$ cat src/rtl/loader_pkg.sv
// Shared types and constants for the boot-time instruction RAM loader.
package loader_pkg;

  typedef enum logic [2:0] {
    ST_IDLE,
    ST_LEN_HI,
    ST_LEN_LO,
    ST_DATA,
    ST_WRITE,
    ST_DONE,
    ST_ERROR
  } state_e;

  localparam int LEN_BYTES = 2;

  function automatic int bytes_per_word(input int data_width);
    return data_width / 8;
  endfunction

endpackage

$ cat src/rtl/word_assembler.sv
// Collects MSB-first stream bytes into one instruction word and flags the byte that completes it.
module word_assembler #(
  parameter int DATA_WIDTH = 32
) (
  input  logic                  clock,
  input  logic                  reset,
  input  logic                  clear,
  input  logic                  byte_en,
  input  logic [7:0]            byte_in,
  output logic [DATA_WIDTH-1:0] word_next,
  output logic                  word_ready
);
  import loader_pkg::*;

  localparam int BPW   = bytes_per_word(DATA_WIDTH);
  localparam int IDX_W = (BPW > 1) ? $clog2(BPW) : 1;

  logic [IDX_W-1:0]      idx_q, idx_d;
  logic [DATA_WIDTH-1:0] word_q, word_d;
  logic                  last_byte;

  // Shifting left means the first byte ends up in the top lane after BPW bytes.
  assign word_next  = (word_q << 8) | DATA_WIDTH'(byte_in);
  assign last_byte  = (idx_q == IDX_W'(BPW - 1));
  assign word_ready = byte_en && last_byte;

  always_comb begin
    idx_d  = idx_q;
    word_d = word_q;
    if (clear) begin
      idx_d  = '0;
      word_d = '0;
    end else if (byte_en) begin
      word_d = word_next;
      idx_d  = last_byte ? '0 : idx_q + 1'b1;
    end
  end

  always_ff @(posedge clock) begin
    if (!reset) begin
      idx_q  <= '0;
      word_q <= '0;
    end else begin
      idx_q  <= idx_d;
      word_q <= word_d;
    end
  end

endmodule

$ cat src/rtl/instruction_ram_loader.sv
// Boot loader: parses a length-prefixed byte stream and writes each word to sequential instruction RAM addresses.
module instruction_ram_loader #(
  parameter int ADDR_WIDTH = 10,
  parameter int DATA_WIDTH = 32,
  parameter int DEPTH      = 1024
) (
  input  logic                  clock,
  input  logic                  reset,
  input  logic                  start,
  input  logic [7:0]            byteIn,
  input  logic                  byteValid,
  output logic                  byteReady,
  output logic                  ramWriteEnable,
  output logic [ADDR_WIDTH-1:0] ramAddress,
  output logic [DATA_WIDTH-1:0] ramData,
  output logic                  cpuHold,
  output logic                  busy,
  output logic                  done,
  output logic                  error,
  output logic [ADDR_WIDTH:0]   wordCount
);
  import loader_pkg::*;

  localparam int LEN_W = 8 * LEN_BYTES;

  state_e                state_q, state_d;
  logic [LEN_W-1:0]      len_q, len_d;
  logic [ADDR_WIDTH:0]   cnt_q, cnt_d;
  logic [ADDR_WIDTH-1:0] addr_q, addr_d;
  logic [DATA_WIDTH-1:0] data_q, data_d;
  logic                  ready_q, ready_d, we_q, we_d, hold_q, hold_d;
  logic                  busy_q, busy_d, done_q, done_d, err_q, err_d;
  logic                  accept, asm_en, asm_clear, word_ready;
  logic [DATA_WIDTH-1:0] word_next;
  logic [LEN_W-1:0]      len_full;

  assign accept   = byteValid && ready_q;
  assign asm_en   = accept && (state_q == ST_DATA);
  assign len_full = {len_q[LEN_W-1:8], byteIn};

  word_assembler #(.DATA_WIDTH(DATA_WIDTH)) u_asm (
    .clock      (clock),
    .reset      (reset),
    .clear      (asm_clear),
    .byte_en    (asm_en),
    .byte_in    (byteIn),
    .word_next  (word_next),
    .word_ready (word_ready)
  );

  always_comb begin
    state_d   = state_q;
    len_d     = len_q;
    cnt_d     = cnt_q;
    addr_d    = addr_q;
    data_d    = data_q;
    we_d      = 1'b0;
    asm_clear = 1'b0;
    case (state_q)
      ST_IDLE, ST_DONE, ST_ERROR: begin
        if (start) begin
          state_d = ST_LEN_HI;
          cnt_d   = '0;
        end
      end
      ST_LEN_HI: begin
        if (accept) begin
          len_d   = {byteIn, len_q[7:0]};
          state_d = ST_LEN_LO;
        end
      end
      ST_LEN_LO: begin
        if (accept) begin
          len_d = len_full;
          // 17-bit compare keeps DEPTH=65536 representable.
          if (len_full == '0 || {1'b0, len_full} > (LEN_W + 1)'(DEPTH)) begin
            state_d = ST_ERROR;
          end else begin
            state_d   = ST_DATA;
            cnt_d     = '0;
            asm_clear = 1'b1;
          end
        end
      end
      ST_DATA: begin
        if (word_ready) begin
          state_d = ST_WRITE;
          we_d    = 1'b1;
          addr_d  = cnt_q[ADDR_WIDTH-1:0];
          data_d  = word_next;
        end
      end
      ST_WRITE: begin
        cnt_d   = cnt_q + 1'b1;
        state_d = (((LEN_W + 1)'(cnt_q) + 1'b1) == {1'b0, len_q}) ? ST_DONE : ST_DATA;
      end
      default: state_d = ST_IDLE;
    endcase

    ready_d = (state_d == ST_LEN_HI) || (state_d == ST_LEN_LO) || (state_d == ST_DATA);
    busy_d  = ready_d || (state_d == ST_WRITE);
    done_d  = (state_d == ST_DONE);
    err_d   = (state_d == ST_ERROR);
    hold_d  = (state_d != ST_DONE);
  end

  always_ff @(posedge clock) begin
    if (!reset) begin
      state_q <= ST_IDLE;
      len_q   <= '0;
      cnt_q   <= '0;
      addr_q  <= '0;
      data_q  <= '0;
      ready_q <= 1'b0;
      we_q    <= 1'b0;
      hold_q  <= 1'b1;
      busy_q  <= 1'b0;
      done_q  <= 1'b0;
      err_q   <= 1'b0;
    end else begin
      state_q <= state_d;
      len_q   <= len_d;
      cnt_q   <= cnt_d;
      addr_q  <= addr_d;
      data_q  <= data_d;
      ready_q <= ready_d;
      we_q    <= we_d;
      hold_q  <= hold_d;
      busy_q  <= busy_d;
      done_q  <= done_d;
      err_q   <= err_d;
    end
  end

  assign byteReady      = ready_q;
  assign ramWriteEnable = we_q;
  assign ramAddress     = addr_q;
  assign ramData        = data_q;
  assign cpuHold        = hold_q;
  assign busy           = busy_q;
  assign done           = done_q;
  assign error          = err_q;
  assign wordCount      = cnt_q;

endmodule
$ cat config.mk
export PLATFORM = sky130hd
export DESIGN_NAME = instruction_ram_loader
export DESIGN_NICKNAME = d
export VERILOG_FILES = /design/src/rtl/loader_pkg.sv /design/src/rtl/word_assembler.sv /design/src/rtl/instruction_ram_loader.sv
export SDC_FILE = /design/constraint.sdc
export NUM_CORES = 1
export LEC_CHECK = 0
export CORE_ASPECT_RATIO = 0.5
export CORE_MARGIN = 2
export CORE_UTILIZATION = 56
export CTS_CLUSTER_DIAMETER = 80
export DETAILED_ROUTE_END_ITERATION = 8
export DONT_BUFFER_PORTS = 1
export PLACE_DENSITY = 0.72
export REMOVE_ABC_BUFFERS = 1
export SLEW_MARGIN = 20
export SYNTH_ARGS = -nofsm -noshare
export SYNTH_HDL_FRONTEND = slang
export SYNTH_SLANG_ARGS = --single-unit
$ cat constraint.sdc
create_clock -name clock -period 2.3 [get_ports clock]
set_clock_uncertainty 0.1 [all_clocks]
set_input_delay 0.115 -clock clock [delete_from_list [all_inputs] [get_ports clock]]
set_output_delay 0.115 -clock clock [all_outputs]
set_load 0.01 [all_outputs]
Word-level counts from Yosys, hierarchy flattened
Cells that the tools add are included.

word-level totals
  flip-flop bits (word level) = 104
  output and inout port bits = 59

cells by class
  mux-type cells = 19
  bitwise gates (word level) = 4
  $lt $le $gt $ge = 1
  add/sub/neg operators = 3
  eq/ne operators = 18
  reduce and logical (&&, ||, !) cells = 17

operators by type and width
  kind                                                   number
  2-to-1 mux 11 bit                                      3
  one-hot mux 11 bit (3 select lines)                    1
  bitwise OR 32 x 8 -> 32 bit                            1
  one-hot mux 16 bit (2 select lines)                    1
  equality test 3 bit (second input constant)            6
  2-to-1 mux 3 bit                                       6
  equality test 12 x 16 -> 1 bit                         1
  > comparator 16 x 11 -> 1 bit (second input constant)  1
  zero test 16 bit                                       1
  2-to-1 mux 16 bit                                      1
  one-hot mux 3 bit (5 select lines)                     1
  adder 11 x 1 -> 12 bit (second input constant)         1
  equality test 3 x 2 -> 1 bit (second input constant)   4
  adder 11 x 1 -> 11 bit (second input constant)         1
  2-to-1 mux 8 bit                                       1
  equality test 3 x 1 -> 1 bit (second input constant)   2
  inequality test 2 bit (second input constant)          3
  AND reduction 3 bit                                    2
  logical OR 1 bit                                       4
  2-to-1 mux 1 bit                                       4
  AND reduction 2 bit                                    2
  AND reduction 4 bit                                    1
  logical AND 1 bit                                      3
  zero test 3 bit                                        1
  other kinds (8)                                        10

Longest topological paths before layout
Gate-level depths: netlist of the first run.

  depth in word-level cells = 9
  depth in mapped cells = 9

Hierarchy
A second synthesis of the first run with hierarchy kept.

unflattened totals
  cell total of the unflattened synthesis = 541
  area total of the unflattened synthesis = 4,679.5 um^2

modules (own cells, without submodules)
  module                  seq. area each (um^2)  area an instance (um^2)  instances  cells each
  instruction_ram_loader  1,561.5                3,669.8                  1          445
  word_assembler          520.5                  1,009.7                  1          96

Worst setup path after synthesis of the first run
OpenSTA, ideal clock, no wires.

  kind = reg2reg
  start point = register cnt_q[0] (netlist: wordCount[0])
  end point = register hold_q (netlist: cpuHold)
  data arrival time = 2.128 ns
  period minus slack after synthesis = 2.363 ns
  path slack = -0.063 ns
  cell stages (with the launch flop) = 7
  library setup time = 0.135 ns
  cell sequence = dfxtp_1 -> and4_4 -> or3b_1 -> xnor2_1 -> or3_1 -> a2111oi_4 -> o211ai_1

between the ends
  longest elaborated chain between the ends = 5

ends and longest elaborated chain
  item                                line                           text
  start, declared                     instruction_ram_loader.sv:28   logic [ADDR_WIDTH:0] cnt_q, cnt_d;
  start signal, assigned              instruction_ram_loader.sv:123  cnt_q <= cnt_d;
  adder 11 x 1 -> 12 bit              instruction_ram_loader.sv:95   state_d = (((LEN_W + 1)'(cnt_q) + 1'b1) == {1'b0, len_q}) ? ST_DONE : ST_DATA;
  equality test 12 x 16 -> 1 bit      instruction_ram_loader.sv:95
  2-to-1 mux 3 bit                    instruction_ram_loader.sv:95
  one-hot mux 3 bit (5 select lines)  instruction_ram_loader.sv:59   case (state_q)
  inequality test 3 bit               instruction_ram_loader.sv:104  hold_d = (state_d != ST_DONE);
  end signal, assigned                instruction_ram_loader.sv:128  hold_q <= hold_d;
  end, declared                       instruction_ram_loader.sv:31   logic ready_q, ready_d, we_q, we_d, hold_q, hold_d;

Every way passes these cells.
A chain may end at the register's enable or synchronous reset.

Final worst setup path of the first run
  start point = register cnt_q[1] (netlist: wordCount[1])
  end point = register done_q (netlist: done)

between the ends
  longest elaborated chain between the ends = 5

ends and longest elaborated chain
  item                                line                           text
  adder 11 x 1 -> 12 bit              instruction_ram_loader.sv:95
  equality test 12 x 16 -> 1 bit      instruction_ram_loader.sv:95
  2-to-1 mux 3 bit                    instruction_ram_loader.sv:95
  one-hot mux 3 bit (5 select lines)  instruction_ram_loader.sv:59
  equality test 3 bit                 instruction_ram_loader.sv:102  done_d = (state_d == ST_DONE);
  end signal, assigned                instruction_ram_loader.sv:130  done_q <= done_d;
  end, declared                       instruction_ram_loader.sv:32   logic busy_q, busy_d, done_q, done_d, err_q, err_d;

Every way passes these cells.

==> flow_summary.json, run 1 <==
{
  "run_status": "finished clean",
  "p_int_uw": 2640,
  "whs_endpoint": "u_asm.word_q[19]$_SDFFE_PP0P_",
  "p_leak_uw": 0.00176,
  "hold_start": "reset",
  "hold_viol": 0,
  "finalCriticalPeriod_ns": 2.29,
  "num_rows": 22,
  "ys_top_cells_by_area": "dfxtp_1 48%, nand2_1 15%, a21oi_1 11%",
  "fmax_mhz": 437,
  "synth_edf_count": 0,
  "synth.distinct_cells": 53,
  "drcViolationCount": 0,
  "synth_top_area_share_pct": 48.1,
  "max-cap-violations": 0,
  "slew_headroom_pct": 63.5,
  "rsz0062_at_grt": "yes",
  "avgSynthCellArea_um2": 7.94,
  "clock_latency_ns": 0.35,
  "clk_path_buf_depth": 2,
  "dp_cells": 638,
  "die_w_um": 128,
  "cts.reportedPaths.clkPinSlew_ns": 0.08,
  "cts_sinks": 104,
  "routed_via_density": 5.83,
  "grt_max_degree": 53,
  "path_max_fanout": 4,
  "path_class": "flop to flop",
  "numCtsBuffers": 9,
  "slew_violations": 0,
  "hpwl_um": 6920,
  "p_comb_share_pct": 4.1,
  "finalNonFillerCells": 669,
  "timing.rr.start": "wordCount[1]$_SDFFE_PN0P_",
  "synth_cells": 545,
  "setup_viol": 0,
  "synthFlopType": "dfxtp_1",
  "layout.nets": 582,
  "cts_tree": "built",
  "gp_congestion": 0.962,
  "htreeDepth": 3,
  "p_seq_share_pct": 52.9,
  "overflow": 0,
  "drt-pass1-iter-count": 4,
  "synth_warnings": 0,
  "cts_root_buffer": "clkbuf_16",
  "swShare_pct": 23.5,
  "finalCritPeriodShare_pct": 99.4,
  "wirelength_um": 10900,
  "num-fill-cells": 641,
  "async_reset_ff_share_pct": 0,
  "portBuffers": 0,
  "r2r_cells": 7,
  "synth.largest_area_cell": "dfxtp_1",
  "p_switching_uw": 809,
  "design.core.area_um2": 7400,
  "grt_use_total_pct": 26.2,
  "worstReg2RegEnd": "done$_SDFF_PN0_",
  "worst_pin_slew_ns": 0.548,
  "die-area_um2": 8490,
  "n_antenna_cell": 0,
  "syn-cell-area_um2": 4330,
  "drt_iter0_markers": 305,
  "grt_antenna_before_repair": 1,
  "die_h_um": 66.1,
  "ant_nets": 0,
  "start_util_pct": 58.4,
  "r2r_setup_slack_ns": 0.01,
  "wl_per_cell_um": 16.3,
  "seq_area_frac_synth_pct": 48.1,
  "crit_required_ns": 2.49,
  "power_density_nw_per_um2": 688,
  "via_count": 3899,
  "hold_path.class": "primary input to flop",
  "drive_gt1_share_pct": 13.4,
  "worstHoldPathCells": 3,
  "final_util_pct": 67.7,
  "synth-seq-cells": 104,
  "critPathLaunchType": "flop",
  "area_growth_pct": 16.0,
  "grt_pass1_vias": 3448,
  "grt_pass1_wl_um": 17100,
  "power_frac_clock_pct": 43.1,
  "cp-startpoint": "wordCount[1]$_SDFFE_PN0P_",
  "crit_path_end_kind": "flop",
  "io_pins": 71,
  "irDropWorstVdd_mv": 0.403,
  "crit_arrival_ns": 2.48
}
==> kinds of logic (layout without fill, tap and decap cells) <==
kind of cell               count (synthesis)  count (layout)  share of synthesized area, %
xor gates and xnor gates                  19              19                          3.85
buffers and inverters                     41              69                          4.43
adders and majority gates                  3               3                         0.810
DFF                                      104             104                          48.1
and+or+nand+nor                          245             245                          25.0
AOI/OAI and AO/OA                        133             133                          17.8
==> power by group through the flow <==
| stage | logic (uW) | clock network (uW) | registers [uW] |
|---|---|---|---|
| floorplan | 68.4 | 0 | 1860 |
| global route | 153 | 1580 | 1820 |
| global placement | 107 | 0 | 1860 |
| detailed placement | 108 | 0 | 1860 |
| finish | 140 | 1490 | 1820 |
| CTS | 138 | 1510 | 1820 |
==> registers in the layout, summed over array words and instances (netlist names), 2 cells and up <==
signal        flops
ramData          32
u_asm.word_q     24
len_q            16
wordCount        11
ramAddress       10
state_q           3
u_asm.idx_q       2
==> critical path: stages, from the launching register on <==
cell	delay, ns
dfxtp_2	0.34
and4_4	0.26
or3b_4	0.39
xnor2_1	0.13
or3_4	0.36
a2111oi_4	0.33
buf_4	0.18
o211a_1	0.13
==> final cells by class <==
cell class                 instances  area (um^2)  area share, %
clock inverter                     6         50.0          0.998
inverter                           6         22.5          0.449
tap                               96          120           2.39
clock buffer                      10          239           4.76
multi-input combinational        400         2090           41.8
timing repair buffer              47          403           8.03
sequential                       104         2090           41.6
==> cells in the final DEF (no fill, tap or decap), drive strengths merged, types with 4 or more instances in the layout <==
| cell type | count |
|---|---|
| a21oi | 92 |
| buf | 37 |
| clkbuf | 10 |
| dfxtp | 104 |
| dlygate4sd3 | 10 |
| inv | 9 |
| nand2 | 173 |
| nand3 | 13 |
| nand4 | 6 |
| nor2 | 17 |
| nor3 | 9 |
| nor4 | 4 |
| o21ai | 17 |
| o31ai | 4 |
| xnor2 | 13 |
| xor2 | 6 |
==> per-stage QoR <==
| step | setup TNS [ns] | hold slack (ns) | setup WS [ns] | area (um^2) | power, uW |
|---|---|---|---|---|---|
| 6_report | 0 | 0.0504 | 0.0142 | 5020 | 3450 |
| 5_1_grt | -0.0570 | 0.0617 | -0.0265 | 5020 | 3560 |
| 4_1_cts | -0.00537 | 0.0404 | -0.00537 | 4980 | 3470 |
| 3_5_place_dp | -0.0749 | 0.152 | -0.0473 | 4550 | 1970 |
| 3_3_place_gp | 0 | 0.143 | 0.0541 | 4550 | 1970 |
| 2_1_floorplan | -43.89 | 0.141 | -1.25 | 4160 | 1930 |
==> metal layers <==
layer  wire length, um  vias up  track usage [%]
met1              4900     1845             34.1
met5                13        -                0
met2              4870      125             41.0
li1                  -     1902                -
met4               233        2             9.75
met3               901       25             8.33
==> cell usage after synthesis (3+ instances only) <==
master,instances
o31ai_1,4
xor2_1,6
nand4_1,5
buf_2,4
nand2b_1,3
inv_1,5
dfxtp_1,104
nand2_1,173
or2_2,3
nor2_1,16
a21oi_1,92
o21ai_0,16
nand3_1,12
nor4_1,4
a31oi_1,3
clkbuf_1,27
nor3_1,8
xnor2_1,13
buf_6,3
==> worst max-delay path by stage <==
stage	endpoint	depth (start not counted)
final	done$_SDFF_PN0_	7
after global routing	state_q[2]$_SDFF_PN0_	7
after CTS	done$_SDFF_PN0_	7
after detailed placement	cpuHold$_SDFF_PN1_	6
after global placement	cpuHold$_SDFF_PN1_	6
after floorplan	busy$_SDFF_PN0_	4
==> timing repair <==
| action | in CTS | in global routing |
|---|---|---|
| buffers inserted | 4 | 1 |
| hold buffers | 10 | 0 |
| setup endpoints to repair | 4 | 6 |
| resized for setup | 6 | 5 |
| endpoints found under the hold margin | 53 | 0 |
| pin swaps | 3 | 4 |
| cloned | 0 | 0 |
No activity file was read; power rests on OpenSTA's default activity.
==> inputs of run 2 (changes only) <==
- CORE_MARGIN: 2 -> unset
- clock period: 2.3 -> 2 ns (I/O delays scaled with it)
==> run 2 against run 1 <==
The run now ends with negative setup slack left; maximum frequency fell by 1.8%; wire length grew 8.6%; sequential power is 15% higher; cell count up 3.0%; register-to-register slack worse by 0.34 ns.
==> flow_summary.json, run 2 (synthesis results as in run 1) <==
{
  "setup_viol": 8,
  "overflow": 0,
  "grt_pass1_vias": 3762,
  "design.core.area_um2": 7400,
  "rsz0062_at_grt": "yes",
  "hpwl_um": 7070,
  "irDropWorstVdd_mv": 0.477,
  "cts.reportedPaths.clkPinSlew_ns": 0.07,
  "cts_root_buffer": "clkbuf_16",
  "dp_cells": 659,
  "io_pins": 71,
  "routed_via_density": 5.80,
  "final_common_cell": "nand2_1",
  "p_seq_share_pct": 51.4,
  "start_util_pct": 58.4,
  "drive_gt1_share_pct": 18.7,
  "grt_antenna_before_repair": 0,
  "portBuffers": 0,
  "grt_pass1_wl_um": 18500,
  "total_power_uw": 4070,
  "path_class": "flop to flop",
  "ant_nets": 0,
  "die-area_um2": 8100,
  "violations": "negative setup slack",
  "p_switching_uw": 925,
  "power_density_nw_per_um2": 768,
  "clock_latency_ns": 0.35,
  "worst_pin_slew_ns": 0.561,
  "numCtsBuffers": 9,
  "run_status": "complete, but fails checks",
  "place_worst_setup_slack_ns": -0.326,
  "hold_path.class": "primary input to flop",
  "clk_path_buf_depth": 2,
  "p_int_uw": 3150,
  "area_growth_pct": 22.6,
  "die_w_um": 126,
  "crit_arrival_ns": 2.44,
  "hold_viol": 0,
  "final_cell_mix": "172 x nand2_1, 99 x dfxtp_1, 90 x a21oi_1, 48 x buf_4, 14 x nor2_1",
  "num_rows": 22,
  "grt_max_degree": 53,
  "max-cap-violations": 0,
  "setup_ws_ns": -0.327,
  "worstHoldPathCells": 2,
  "finalCritPeriodShare_pct": 116,
  "gp_congestion": 0.891,
  "power_frac_clock_pct": 43.4,
  "wirelength_um": 11900,
  "fmax_mhz": 430,
  "num-fill-cells": 593,
  "wl_per_cell_um": 17.2,
  "finalCriticalPeriod_ns": 2.33,
  "critPathLaunchType": "flop",
  "layout.nets": 603,
  "drt_iter0_markers": 343,
  "p_leak_uw": 0.00188,
  "drt-pass1-iter-count": 5,
  "cts_tree": "built",
  "n_antenna_cell": 0,
  "p_comb_share_pct": 5.2,
  "fin_setup_tns_ns": -1.64,
  "swShare_pct": 22.7,
  "crit_path_end_kind": "flop",
  "via_count": 3993,
  "slew_headroom_pct": 62.6,
  "r2r_setup_slack_ns": -0.33,
  "crit_required_ns": 2.11,
  "slew_violations": 0,
  "path_max_fanout": 4,
  "grt_use_total_pct": 29.6,
  "drcViolationCount": 0,
  "finalNonFillerCells": 689,
  "cts_sinks": 104,
  "htreeDepth": 3,
  "largest_reg_flops": 32,
  "die_h_um": 64.1,
  "r2r_cells": 6
}
==> run 2: cell count changes in the layout (fill, tap and decap cells not counted), moves of 2 or more <==
cell | previous run | this run
o21ai_2 | 0 | 4
nand2b_1 | 3 | 1
a21oi_1 | 92 | 90
buf_4 | 35 | 48
o21ai_1 | 1 | 5
o21ai_0 | 16 | 8
a21oi_2 | 0 | 2
buf_6 | 0 | 5
==> run 2: worst max-delay path, stage by stage, from the launching register on <==
cell       delay [ns]
dfxtp_2          0.35
and4_4           0.26
or3b_4           0.39
xnor2_1          0.14
or3_4            0.37
a2111oi_4        0.43
o211ai_1         0.15
==> run 2: cell type report <==
class	count	area (um^2)	area share (%)
clock buffer	10	229	4.32
clock inverter	5	66.3	1.25
inverter	6	22.5	0.425
multi-input combinational	400	2160	40.8
sequential	104	2090	39.4
tap	96	120	2.27
timing repair buffer	68	612	11.5
==> run 2: final timing paths <==
check | to | start
max reg2reg | cpuHold$_SDFF_PN1_ | wordCount[0]$_SDFFE_PN0P_
max | cpuHold$_SDFF_PN1_ | wordCount[0]$_SDFFE_PN0P_
min | wordCount[0]$_SDFFE_PN0P_ | reset
min reg2reg | ramData[30]$_SDFFE_PN0P_ | u_asm.word_q[22]$_SDFFE_PP0P_
==> run 2: repair_timing <==
item,CTS,global route
pin swaps,4,13
endpoints found under the hold margin,53,11
buffers inserted,0,2
resized for setup,7,35
hold buffers,10,1
cloned,0,2
setup endpoints to repair,6,42
==> run 2: per-layer routing <==
metal  global-route usage [%]  wire length, um  vias up
met5                        0                0        -
met2                     48.4             5550      147
li1                         -                -     1932
met3                     7.71              827       19
met4                     10.1              161        0
met1                     38.2             5320     1895
==> run 2: stage by stage <==
| stage | hold WS, ns | instance area, um^2 | util, % |
|---|---|---|---|
| after CTS | 0.0479 | 5140 | 69.4 |
| final | 0.0716 | 5300 | 71.6 |
| after detailed placement | 0.136 | 4720 | 63.8 |
| after global placement | 0.129 | 4720 | 63.8 |
| after floorplan | 0.126 | 4160 | - |
| after global routing | 0.0832 | 5300 | 71.6 |
==> run 2: power by group through the flow <==
stage / Sequential, uW / Combinational [uW] / Clock, uW
global route: 2090 / 226 / 1890
finish: 2090 / 212 / 1770
detailed placement: 2140 / 140 / 0
floorplan: 2140 / 78.7 / 0
CTS: 2090 / 174 / 1800
global placement: 2140 / 138 / 0
==> inputs of run 3 (changes only) <==
- CORE_UTILIZATION: 56 -> 57
- PLACE_DENSITY: 0.72 -> 0.73
- SYNTH_HIERARCHICAL: unset -> 1
==> run 3 against run 2 <==
The run still ends with negative setup slack left; non-clock buffer count decreased by 2; combinational power about the same; clock-buffer cell count shrank 1; worst setup slack gained 0.075 ns; die area grew 6.1%; hold slack got worse by 0.053 ns; power up 1.2%; largest cell class unchanged; largest power group unchanged.
==> flow_summary.json, run 3 <==
{
  "fmax_mhz": 444,
  "worst_pin_slew_ns": 0.472,
  "power_density_nw_per_um2": 745,
  "synth_warnings": 6,
  "setup_ws_ns": -0.252,
  "crit_path_end_kind": "flop",
  "portBuffers": 0,
  "largest_reg_flops": 32,
  "ant_nets": 0,
  "die-area_um2": 8600,
  "crit_slowest_cell": "or4_4",
  "critPathMaxStageDelay_ns": 0.55,
  "clock_latency_ns": 0.35,
  "synth-seq-cells": 104,
  "async_reset_ff_share_pct": 0,
  "grt_max_degree": 78,
  "wl_met2_um": 5030,
  "whs_endpoint": "error$_SDFF_PN0_",
  "drt-pass1-iter-count": 5,
  "wirelength_um": 11200,
  "io_pins": 71,
  "p_switching_uw": 949,
  "place_worst_setup_slack_ns": -0.369,
  "cp_cell_sequence": "or4_4 > nor2_2 > buf_4 > nand4_1 > buf_4 > a21oi_2 > buf_4 > o211ai_1 > and3b_1",
  "crit_buf_inv": 3,
  "swShare_pct": 23.0,
  "cpLargestDelayFamily": "simple AND/OR/NAND/NOR gates",
  "dp_cells": 658,
  "r2r_setup_slack_ns": -0.25,
  "wl_met1_um": 5290,
  "critPathLaunchType": "flop",
  "area_growth_pct": 18.3,
  "run_status": "complete, but fails checks",
  "top_layer": "met4",
  "finalCritPeriodShare_pct": 113,
  "path_class": "flop to flop",
  "p_comb_share_pct": 5.1,
  "routed_via_density": 5.54,
  "cts_root_buffer": "clkbuf_16",
  "drive_gt1_share_pct": 18.0,
  "synth.distinct_cells": 56,
  "irDropWorstVdd_mv": 0.555,
  "hold_path.class": "primary input to flop",
  "hold_viol": 0,
  "numCtsBuffers": 9,
  "violations": "negative setup slack",
  "num-fill-cells": 611,
  "timing.rr.start": "len_q[12]$_SDFFE_PN0P_",
  "wl_met3_um": 717,
  "drcViolationCount": 0,
  "crit_arrival_ns": 2.40,
  "clk_path_buf_depth": 2,
  "r2r_cells": 9,
  "die_w_um": 130,
  "rsz0062_at_grt": "yes",
  "p_leak_uw": 0.00198,
  "register_area_um2": 2090,
  "crit_required_ns": 2.14,
  "htreeDepth": 3,
  "synth_cells": 541,
  "grt_use_total_pct": 28.1,
  "setup_viol": 45,
  "fin_setup_tns_ns": -6.10,
  "power_frac_clock_pct": 44.3,
  "avgSynthCellArea_um2": 8.65,
  "hold_start": "start",
  "cts.reportedPaths.clkPinSlew_ns": 0.07,
  "grt_pass1_vias": 3624,
  "layout.nets": 586,
  "multi_input_area_um2": 2380,
  "cts_tree": "built",
  "synth.largest_area_cell": "dfxtp_1",
  "p_seq_share_pct": 50.6,
  "slew_violations": 0,
  "synth_most_common_cell": "nand2_1",
  "grt_antenna_before_repair": 0,
  "synth_edf_count": 0,
  "p_int_uw": 3170,
  "total_power_uw": 4120,
  "n_antenna_cell": 0,
  "ys_top_cells_by_area": "dfxtp_1 44%, nand2_1 9.5%, a21boi_0 8.2%",
  "wl_per_cell_um": 16.4,
  "via_count": 3792,
  "synth_common_cells": "119 x nand2_1, 104 x dfxtp_1, 51 x a21boi_0",
  "synth_top_area_share_pct": 44.5,
  "slew_headroom_pct": 68.3,
  "overflow": 0,
  "drt_iter0_markers": 230,
  "die_h_um": 66.1,
  "worstReg2RegEnd": "wordCount[2]$_SDFFE_PN0P_",
  "crit_path_frequent_cell": "buf_4",
  "grt_pass1_wl_um": 18100,
  "max-cap-violations": 0,
  "start_util_pct": 61.4,
  "design.core.area_um2": 7620,
  "finalNonFillerCells": 685,
  "num_rows": 22,
  "gp_congestion": 0.872,
  "cts_sinks": 104,
  "hpwl_um": 7040,
  "path_max_fanout": 3,
  "worstHoldPathCells": 3,
  "final_cell_mix": "118 x nand2_1, 99 x dfxtp_1, 52 x buf_4, 51 x a21boi_0, 37 x nor2_1",
  "syn-cell-area_um2": 4680,
  "whs_ns": 0.0187,
  "final_common_cell": "nand2_1",
  "finalCriticalPeriod_ns": 2.25,
  "synthFlopType": "dfxtp_1",
  "seq_area_frac_synth_pct": 44.5
}
==> run 3: cell count changes after synthesis, sizes merged, moves of 3 or more <==
cell	delta
nand2	-54
clkbuf	-4
xnor2	-5
buf	+14
a31oi	+3
mux2i	+34
nor2	+22
nor2b	+13
nor3	-3
or4	+3
nand2b	+3
o211ai	+6
a21boi	+51
a21oi	-82
==> run 3: through the flow <==
step,cell area [um^2],utilization (%)
2_1_floorplan,4400,-
3_3_place_gp,5000,65.5
3_5_place_dp,5000,65.5
4_1_cts,5500,72.1
5_1_grt,5540,72.6
6_report,5540,72.6
==> run 3: power groups by stage <==
stage | clock (uW) | sequential, uW | combinational [uW]
after floorplan | 0 | 2140 | 75.9
final | 1830 | 2090 | 209
after detailed placement | 0 | 2140 | 139
after CTS | 1860 | 2090 | 206
after global routing | 1940 | 2090 | 224
after global placement | 0 | 2140 | 139
==> run 3: timing repair <==
item                                    CTS  global route
endpoints found under the hold margin    95             0
resized for setup                        12            12
hold buffers                              9             0
endpoints found under the setup margin   44            79
pin swaps                                 2             5
cloned                                    1             0
buffers inserted                          1             0
==> run 3: worst max path at each step <==
stage,startpoint,end,slack (ns),cells past startpoint
detailed placement,len_q[12]$_SDFFE_PN0P_,state_q[1]$_SDFF_PN0_,-0.37,6
CTS,len_q[12]$_SDFFE_PN0P_,state_q[1]$_SDFF_PN0_,-0.23,6
global route,len_q[12]$_SDFFE_PN0P_,wordCount[2]$_SDFFE_PN0P_,-0.36,9
global placement,len_q[12]$_SDFFE_PN0P_,cpuHold$_SDFF_PN1_,-0.32,6
finish,len_q[12]$_SDFFE_PN0P_,wordCount[2]$_SDFFE_PN0P_,-0.25,9
floorplan,state_q[1]$_SDFF_PN0_,busy$_SDFF_PN0_,-2.07,7
==> run 3: cells by family (layout without fill, tap and decap cells) <==
kind of cell,count (synthesis),in the layout,synth area share (%)
AND/OR/NAND/NOR,231,231,23.3
AO/OA/AOI/OAI,106,106,15.7
flip-flops,104,104,44.5
buffers and inverters,52,88,6.39
multiplexers,34,34,7.27
XOR/XNOR,12,12,2.25
adder cells (fa/ha/maj),2,2,0.535
==> run 3: tightest hold or removal path: stages <==
cell	delay, ns
nand2_1	0.04
o2111a_1	0.15
nor3b_1	0.14
==> run 3: cell type report <==
cell class,instances,area share [%]
Multi-Input combinational cell,385,43.1
Sequential cell,104,37.8
Timing Repair Buffer,66,10.7
Clock buffer,9,4.07
Tap cell,108,2.44
Clock inverter,7,1.54
Inverter,6,0.407
==> run 3: routing by layer <==
| layer | vias up | global-route usage (%) |
|---|---|---|
| met2 | 99 | 43.2 |
| met3 | 17 | 8.17 |
| met4 | 0 | 10.0 |
| li1 | 1902 | - |
| met5 | - | 0 |
| met1 | 1774 | 37.5 |
